## src/rtl/keypad_matrix_emulator.sv

```systemverilog
// keypad_matrix_emulator
// Behavioural stand-in for a 4x4 membrane keypad on a column-scan/row-sense
// bus. A sequencer requests a key press through req/busy/done. The emulated
// switch chatters pseudo-randomly on make and on break, holds closed for a
// programmable time, and pulls its row line low only while its column strobe
// is active.
//
// state          | meaning
// ---------------+-----------------------------------------------------------
// IDLE           | switch open, waiting for req; key/hold latched on req
// PRESS_BOUNCE   | contact follows LFSR chatter for BOUNCE_CYCLES cycles
// HOLD           | contact solidly closed for the latched hold count
// RELEASE_BOUNCE | contact follows LFSR chatter for BOUNCE_CYCLES cycles
// DONE           | switch open, one-cycle done pulse, then back to IDLE
module keypad_matrix_emulator #(
  parameter int          BOUNCE_CYCLES = 8,
  parameter int          HOLD_W        = 16,
  parameter logic [7:0]  LFSR_SEED     = 8'hA5
) (
  input  logic              clk,
  input  logic              reset,
  input  logic              req,
  input  logic [3:0]        key,
  input  logic [HOLD_W-1:0] hold_cycles,
  input  logic [3:0]        shift_col,
  output logic [3:0]        row,
  output logic              busy,
  output logic              done,
  output logic              contact
);

  // An all-zero seed would lock the LFSR, so it is replaced by 1.
  localparam logic [7:0] SEED_EFF = (LFSR_SEED == 8'h00) ? 8'h01 : LFSR_SEED;
  localparam int BCW = (BOUNCE_CYCLES < 2) ? 1 : $clog2(BOUNCE_CYCLES + 1);
  localparam logic [BCW-1:0] B_LOAD = BCW'(BOUNCE_CYCLES);
  localparam bit NO_BOUNCE = (BOUNCE_CYCLES == 0);

  typedef enum logic [2:0] {
    IDLE           = 3'd0,
    PRESS_BOUNCE   = 3'd1,
    HOLD           = 3'd2,
    RELEASE_BOUNCE = 3'd3,
    DONE           = 3'd4
  } state_t;

  state_t            state_q;
  logic              contact_q;
  logic              busy_q;
  logic              done_q;
  logic [3:0]        key_q;
  logic [HOLD_W-1:0] hold_cnt_q;
  logic [BCW-1:0]    bnc_cnt_q;
  logic [7:0]        lfsr_q;
  logic [7:0]        lfsr_d;

  // Fibonacci LFSR x^8+x^6+x^5+x^4+1, shifting toward the MSB.
  assign lfsr_d = {lfsr_q[6:0], lfsr_q[7] ^ lfsr_q[5] ^ lfsr_q[4] ^ lfsr_q[3]};

  // Press sequencer; all outputs registered from the current state.
  always_ff @(posedge clk) begin
    if (reset) begin
      state_q    <= IDLE;
      contact_q  <= 1'b0;
      busy_q     <= 1'b0;
      done_q     <= 1'b0;
      key_q      <= 4'h0;
      hold_cnt_q <= '0;
      bnc_cnt_q  <= '0;
      lfsr_q     <= SEED_EFF;
    end else begin
      lfsr_q <= lfsr_d;
      busy_q <= (state_q != IDLE);
      done_q <= (state_q == DONE);
      case (state_q)
        IDLE: begin
          contact_q <= 1'b0;
          if (req) begin
            key_q      <= key;
            // A zero hold would never reach terminal count; treat it as one.
            hold_cnt_q <= (hold_cycles == '0) ? HOLD_W'(1) : hold_cycles;
            bnc_cnt_q  <= B_LOAD;
            state_q    <= NO_BOUNCE ? HOLD : PRESS_BOUNCE;
          end
        end
        PRESS_BOUNCE: begin
          contact_q <= lfsr_q[0];
          if (bnc_cnt_q == BCW'(1)) begin
            state_q <= HOLD;
          end else begin
            bnc_cnt_q <= bnc_cnt_q - BCW'(1);
          end
        end
        HOLD: begin
          contact_q <= 1'b1;
          if (hold_cnt_q == HOLD_W'(1)) begin
            bnc_cnt_q <= B_LOAD;
            state_q   <= NO_BOUNCE ? DONE : RELEASE_BOUNCE;
          end else begin
            hold_cnt_q <= hold_cnt_q - HOLD_W'(1);
          end
        end
        RELEASE_BOUNCE: begin
          contact_q <= lfsr_q[0];
          if (bnc_cnt_q == BCW'(1)) begin
            state_q <= DONE;
          end else begin
            bnc_cnt_q <= bnc_cnt_q - BCW'(1);
          end
        end
        DONE: begin
          contact_q <= 1'b0;
          state_q   <= IDLE;
        end
        default: begin
          contact_q <= 1'b0;
          state_q   <= IDLE;
        end
      endcase
    end
  end

  // Zero-latency switch path: the closed key pulls its row while its column is strobed.
  always_comb begin
    row = 4'hF;
    if (contact_q && !shift_col[key_q[3:2]]) begin
      row[key_q[1:0]] = 1'b0;
    end
  end

  assign busy    = busy_q;
  assign done    = done_q;
  assign contact = contact_q;

endmodule
```

## config.mk

```make
export PLATFORM = sky130hd
export DESIGN_NAME = keypad_matrix_emulator
export DESIGN_NICKNAME = d
export VERILOG_FILES = /design/src/rtl/keypad_matrix_emulator.sv
export SDC_FILE = /design/constraint.sdc
export NUM_CORES = 1
export LEC_CHECK = 0
export ABC_AREA = 1
export BUFFER_PORTS_ARGS = -buffer_cell sky130_fd_sc_hd__buf_2
export CORE_MARGIN = 2
export CORE_UTILIZATION = 53
export DETAILED_ROUTE_END_ITERATION = 10
export GPL_TIMING_DRIVEN = 1
export PLACE_DENSITY = 0.85
export SLEW_MARGIN = 25
export SYNTH_ARGS = -nofsm -noshare
export SYNTH_HDL_FRONTEND = slang
export SYNTH_SLANG_ARGS = --single-unit
```

## constraint.sdc

```tcl
create_clock -name clk -period 1.6 [get_ports clk]
set_input_delay 0.32 -clock clk [delete_from_list [all_inputs] [get_ports clk]]
set_output_delay 0.32 -clock clk [all_outputs]
set_load 0.1 [all_outputs]
```

==> results of run 1 <==
## per-layer routing
metal | wire, um | vias to the layer above | global-route usage (%) | share of wire (%)
met2 | 2380 | 73 | 40.0 | 48
met3 | 357 | 5 | 5.33 | 7.2
met4 | 41 | 0 | 6.63 | 0.83
met5 | 0 | - | 0 | 0
met1 | 2170 | 951 | 28.3 | 44
li1 | - | 1127 | - | -
## power by group through the flow
| stage | clock (W) | sequential [W] | combinational (W) |
|---|---|---|---|
| finish | 0.000696 | 0.00152 | 0.00282 |
| global route | 0.000737 | 0.00156 | 0.00315 |
| CTS | 0.000701 | 0.00150 | 0.00266 |
| detailed placement | 0 | 0.00152 | 0.00260 |
| global placement | 0 | 0.00151 | 0.00254 |
| floorplan | 0 | 0.00160 | 0.00187 |
## state kept, by name, summed over array words and instances (netlist names)
register,count
done,1
hold_cnt_q,16
contact,1
key_q,4
busy,1
bnc_cnt_q,4
lfsr_q,8
state_q,3
## timing repair
action,4_1_cts,5_1_grt
gates resized for setup,15,12
pin swaps,5,4
setup endpoints to repair,4,17
hold buffers,0,0
gates cloned,0,0
## through the flow
step	hold WS [ns]	TNS [ns]	instance area, um^2	util (%)
global route	0.300	-1.21	2610	69.7
CTS	0.297	-0.925	2560	68.4
floorplan	0.388	-0.0725	2130	-
global placement	0.395	-0.484	2420	64.6
finish	0.298	-0.882	2610	69.7
detailed placement	0.401	-0.611	2420	64.6
## path summary, 6_finish.rpt
check                             startpoint                    endpoint  slack [ns]  depth (start not counted)
setup reg to reg  hold_cnt_q[1]$_SDFFE_PP0P_  hold_cnt_q[4]$_SDFFE_PP0P_        0.08                         10
hold / removal                        key[0]       key_q[0]$_SDFFE_PP0P_        0.30                          3
hold reg to reg         lfsr_q[6]$_SDFF_PP0_        lfsr_q[7]$_SDFF_PP1_        0.42                          1
setup / recovery       key_q[2]$_SDFFE_PP0P_                      row[2]       -0.24                          6
## cells in the mapped netlist, drive strengths merged
master | number | share of area, %
o211ai | 2 | 0.71
xnor2 | 3 | 1.2
xor2 | 4 | 1.7
dfxtp | 38 | 36
nand2 | 64 | 12
nand4 | 6 | 1.8
or2 | 7 | 2.1
a21oi | 27 | 6.4
nand3b | 2 | 0.71
inv | 44 | 7.8
nor3 | 1 | 0.24
clkbuf | 4 | 0.71
buf | 4 | 1.5
nand3 | 27 | 6.9
nor4 | 1 | 0.30
nor2 | 58 | 11
a21boi | 1 | 0.35
ha | 4 | 2.4
clkinv | 1 | 0.24
o21ai | 27 | 6.4
## logic make-up after synthesis
group,count (synthesis)
flip-flops,38
adder cells (fa/ha/maj),4
AO/OA/AOI/OAI,57
buffers and inverters,53
AND/OR/NAND/NOR,166
XOR/XNOR,7
## critical path: stages (launching register included)
cell	delay [ns]
dfxtp_2	0.33
or2_4	0.21
o211ai_1	0.07
o211ai_1	0.14
nor2_1	0.19
nand2_2	0.11
buf_12	0.17
## final cells by class
class / instances / area (um^2) / area share (%)
Tap cell: 48 / 60.1 / 2.30
Multi-Input combinational cell: 234 / 1190 / 45.8
Inverter: 45 / 174 / 6.67
Clock buffer: 6 / 82.6 / 3.17
Sequential cell: 38 / 766 / 29.4
Clock inverter: 2 / 12.5 / 0.480
Timing Repair Buffer: 46 / 318 / 12.2
==> results.cfg, run 1 <==
[clock_network]
clock_tree_from_tritoncts = built
post-cts-setup-buffers = 0
worst_skew_pair.late_latency_ns = 0.29
clock_path_buffers = 2
h-tree-depth = 2
tritoncts.num_buffers = 5
clock_sink_count = 38
post_cts_clock_slew_at_the_launch_and_capture_registers_of_the_worst_setup_and_hold_paths_ns = 0.07
cts_root_buf = clkbuf_8

[logic_synthesis]
syn_nets = 356
combinational_family_with_the_most_area_after_synthesis = simple AND/OR/NAND/NOR gates
post_synth_and_or_nand_nor_area_fraction_pct = 34.7
xor_xnor_cell_area_share_of_the_yosys_netlist_pct = 2.90
synth-compound-area-share_pct = 13.8
synth.mux.area_fraction_pct = 0
number_of_library_cell_types_mapped_by_synthesis = 26
ys_ff_latch = 38
synth.cell_area_mm2 = 0.00212
synthCells = 325
syn-mean-instance-area_um2 = 6.51
area_share_of_fa_ha_maj_cells_after_synthesis_pct = 2.37
yosysSeqAreaShare_pct = 36.0
synth-warning-count = 0

[timing]
max_slew.worst_pin.slew_ns = 0.488
report.final.slew_viol_count = 0
max_slew_margin_pct = 67.7
rsz0062_at_grt = true
final-hold-violation-count = 0
fmax_mhz = 543
setup_slack_ns = -0.242
timing.clock.skew_ns = 0.00507
layout_worst_path_cycle_share_pct = 115
timing.final.crit_period_ns = 1.84
setup-violations-final = 4

[die]
dieHeight_um = 67.2
rows = 22
die_x_um = 67.2
floorplan.core_area_mm2 = 0.00374
pin_count = 34
initial_utilization_pct = 56.5
dieArea_mm2 = 0.00451

[critical_path]
criticalPathCategory = reg -> out
cp.required_ns = 1.28
crit_path_start_kind = register
worst_setup_path_end_kind = output port
critPathMaxFanout = 3
worst-endpoint-arrival_ns = 1.52

[finish]
drive_gt1_share_pct = 22.4
final_cell_count_no_fill = 419
fin_nets = 401
most-common-layout-cells = nand2_1 (57), nor2_1 (52), inv_1 (42)
area_growth_syn_to_layout_pct = 23.2
n_fill_cell = 326
final_common_cell = nand2_1
antenna-diode-count = 0

[pwr]
cellLeakagePower_nw = 1.22
netSwitchingFraction_pct = 47.5
power_per_cell_area_mw_per_mm2 = 1930
peak_supply_drop_v = 0.000858
power_frac_comb_pct = 56.1
clkPwrFrac_pct = 13.8
power.net_switching_w = 0.00239
seqPwrFrac_pct = 30.1
design_power_total_w = 0.00504
p_int_w = 0.00265

[min_path]
timing.hold.worst.class = in -> reg

[flow_run]
number_of_max_capacitance_violations_reported = 0

[outcome]
failed_checks = negative setup slack
outcome = finished with violations

[placement]
gp_routability_congestion = 0.889
post-dp-hpwl_um = 3460
post-place-cells = 411
numPortBuffers = 33
post_placement_setup_slack_ns = -0.166

[detailed_routing]
detailedRoute.firstPassIterationCount = 4
drt-initial-drc-count = 232
detail_route.drc_violations = 0
routed_wl_um = 4960
vias = 2156
via_per_inst = 5.15
ant_nets = 0
route.detailed.wl_per_inst_um = 11.8

[global_routing]
wire_length_of_the_first_global_routing_pass_um = 7890
grt_overflow_total = 0
antenna_found_initial = 0
grt_max_degree = 25
first_global_vias = 1901
grt.total_usage_pct = 23.0
Power figures use the tool's default switching activity.
==> run 2, diff against run 1 <==
--- a/config.mk
+++ b/config.mk
@@ -7,6 +7,7 @@
 export LEC_CHECK = 0
 export ABC_AREA = 1
 export BUFFER_PORTS_ARGS = -buffer_cell sky130_fd_sc_hd__buf_2
+export CORE_ASPECT_RATIO = 0.8
 export CORE_MARGIN = 2
 export CORE_UTILIZATION = 53
 export DETAILED_ROUTE_END_ITERATION = 10
==> results.cfg, run 2 (same netlist as run 1, synthesis figures left out) <==
[outcome]
outcome = finished with violations
failed_checks = negative setup slack

[placement]
post-dp-hpwl_um = 3740
gp_routability_congestion = 0.870
numPortBuffers = 33
postPlaceCellArea_mm2 = 0.00243

[global_routing]
antenna_found_initial = 0
grt.total_usage_pct = 23.5
gr_util_met2_pct = 40.5
grt_util_met1_pct = 29.2
grt_overflow_total = 0
grt_max_degree = 23
wire_length_of_the_first_global_routing_pass_um = 8170
top_usage_layer = met2
met3_track_usage_gr_pct = 5.15
first_global_vias = 1979

[timing]
timing.final.crit_period_ns = 1.88
fmax_mhz = 533
max_slew_margin_pct = 67.0
final.setup.tns_ns = -1.02
setup_slack_ns = -0.276
final-hold-violation-count = 0
max_slew.worst_pin.slew_ns = 0.499
setup-violations-final = 4
layout_worst_path_cycle_share_pct = 117
report.final.slew_viol_count = 0
holdWs_ns = 0.334
rsz0062_at_grt = true
timing.clock.skew_ns = 0.00559

[finish]
regMostFlops = hold_cnt_q
number_of_flip_flops_under_the_largest_register_name = 16
fin_nets = 402
antenna-diode-count = 0
drive_gt1_share_pct = 22.0
postLayoutCellArea_mm2 = 0.00261
final_common_cell = nand2_1
area_growth_syn_to_layout_pct = 23.3
most-common-layout-cells = nand2_1 (58), nor2_1 (52), inv_1 (43)
reg_top3 = hold_cnt_q x16, lfsr_q x8

[clock_network]
post_cts_clock_slew_at_the_launch_and_capture_registers_of_the_worst_setup_and_hold_paths_ns = 0.07
clock_sink_count = 38
worst_skew_pair.late_latency_ns = 0.29
tritoncts.num_buffers = 5
clock_path_buffers = 2
clock_tree_from_tritoncts = built
h-tree-depth = 2
cts_root_buf = clkbuf_8

[die]
rows = 20
die_x_um = 74.6
dieHeight_um = 60.5
initial_utilization_pct = 55.6
floorplan.core_area_mm2 = 0.00380
dieArea_mm2 = 0.00452
pin_count = 34

[detailed_routing]
vias = 2183
route.detailed.wl_per_inst_um = 12.1
via_per_inst = 5.11
detailedRoute.firstPassIterationCount = 5
routed_wl_um = 5180
ant_nets = 0
detail_route.drc_violations = 0
drt-initial-drc-count = 116

[critical_path]
critical_path.endpoint = row[1]
r2r_slack_ns = 0.12
worst-endpoint-arrival_ns = 1.56
worst_setup_path_end_kind = output port
worst_setup_path_startpoint = key_q[2]$_SDFFE_PP0P_
worstRegToRegCells = 9
timing.rr.end = hold_cnt_q[10]$_SDFFE_PP0P_
cp.required_ns = 1.28
criticalPathCategory = reg -> out
critPathMaxFanout = 3
crit_path_start_kind = register
regToRegStartpoint = hold_cnt_q[0]$_SDFFE_PP0P_

[min_path]
worst_hold_startpoint = key[2]
whs_path_depth = 3
timing.hold.worst.class = in -> reg

[pwr]
peak_supply_drop_v = 0.00121
power.net_switching_w = 0.00236
seqPwrFrac_pct = 29.7
power_frac_comb_pct = 54.6
netSwitchingFraction_pct = 46.2
cellLeakagePower_nw = 1.23
power_per_cell_area_mw_per_mm2 = 1960
clkPwrFrac_pct = 15.7
p_int_w = 0.00275

[flow_run]
number_of_max_capacitance_violations_reported = 0
==> run 2: cell count changes in the layout (fill, tap and decap cells not counted), sizes merged <==
cell,delta
clkinv,+2
buf,+1
bufinv,+1
clkbuf,-1
clkinvlp,-1
inv,-1
==> run 2: layer usage <==
| layer | share of wire [%] | vias up |
|---|---|---|
| met2 | 49 | 50 |
| met1 | 44 | 990 |
| met5 | 0 | - |
| met3 | 5.4 | 13 |
| met4 | 2.0 | 0 |
| li1 | - | 1130 |
==> run 2: how the worst min path moves through the flow <==
stage / endpoint / slack [ns]
2_1_floorplan: lfsr_q[3]$_SDFF_PP0_ / 0.39
3_3_place_gp: lfsr_q[3]$_SDFF_PP0_ / 0.39
3_5_place_dp: lfsr_q[3]$_SDFF_PP0_ / 0.40
4_1_cts: key_q[2]$_SDFFE_PP0P_ / 0.30
5_1_grt: key_q[3]$_SDFFE_PP0P_ / 0.34
6_report: key_q[2]$_SDFFE_PP0P_ / 0.33
==> run 2: stage by stage <==
step	utilization, %	power [W]	cells	setup slack (ns)
final	68.6	0.00511	427	-0.276
after detailed placement	63.8	0.00418	418	-0.164
after CTS	67.9	0.00502	426	-0.271
after global routing	68.6	0.00552	427	-0.364
after global placement	63.8	0.00408	418	-0.126
after floorplan	-	0.00347	325	-0.0181
==> run 2: layout make-up <==
| class | count | area, um^2 |
|---|---|---|
| inverter | 45 | 170 |
| sequential | 38 | 767 |
| clock inverter | 3 | 40.0 |
| fill | 329 | 1190 |
| multi-input combinational | 234 | 1170 |
| tap | 55 | 68.8 |
| clock buffer | 5 | 68.8 |
| timing repair buffer | 47 | 325 |
==> run 2: power by group through the flow <==
stage	combinational (W)	clock, W	sequential [W]
floorplan	0.00187	0	0.00160
global placement	0.00257	0	0.00151
detailed placement	0.00266	0	0.00152
CTS	0.00271	0.000810	0.00150
global route	0.00312	0.000843	0.00156
finish	0.00279	0.000802	0.00152
==> run 2: what timing repair did <==
| action | in CTS | in global routing |
|---|---|---|
| resized for setup | 14 | 9 |
| hold buffers | 0 | 0 |
| endpoints found under the hold margin | 0 | 0 |
| buffers inserted | 0 | 1 |
| endpoints found under the setup margin | 4 | 19 |
| cloned | 0 | 0 |
| pin swaps | 6 | 3 |
==> run 2: worst max-delay path, stage by stage (launching register included) <==
cell	delay [ns]
dfxtp_2	0.33
or2_4	0.21
o211ai_1	0.08
o211ai_1	0.16
nor2_1	0.20
nand2_2	0.09
buf_12	0.17
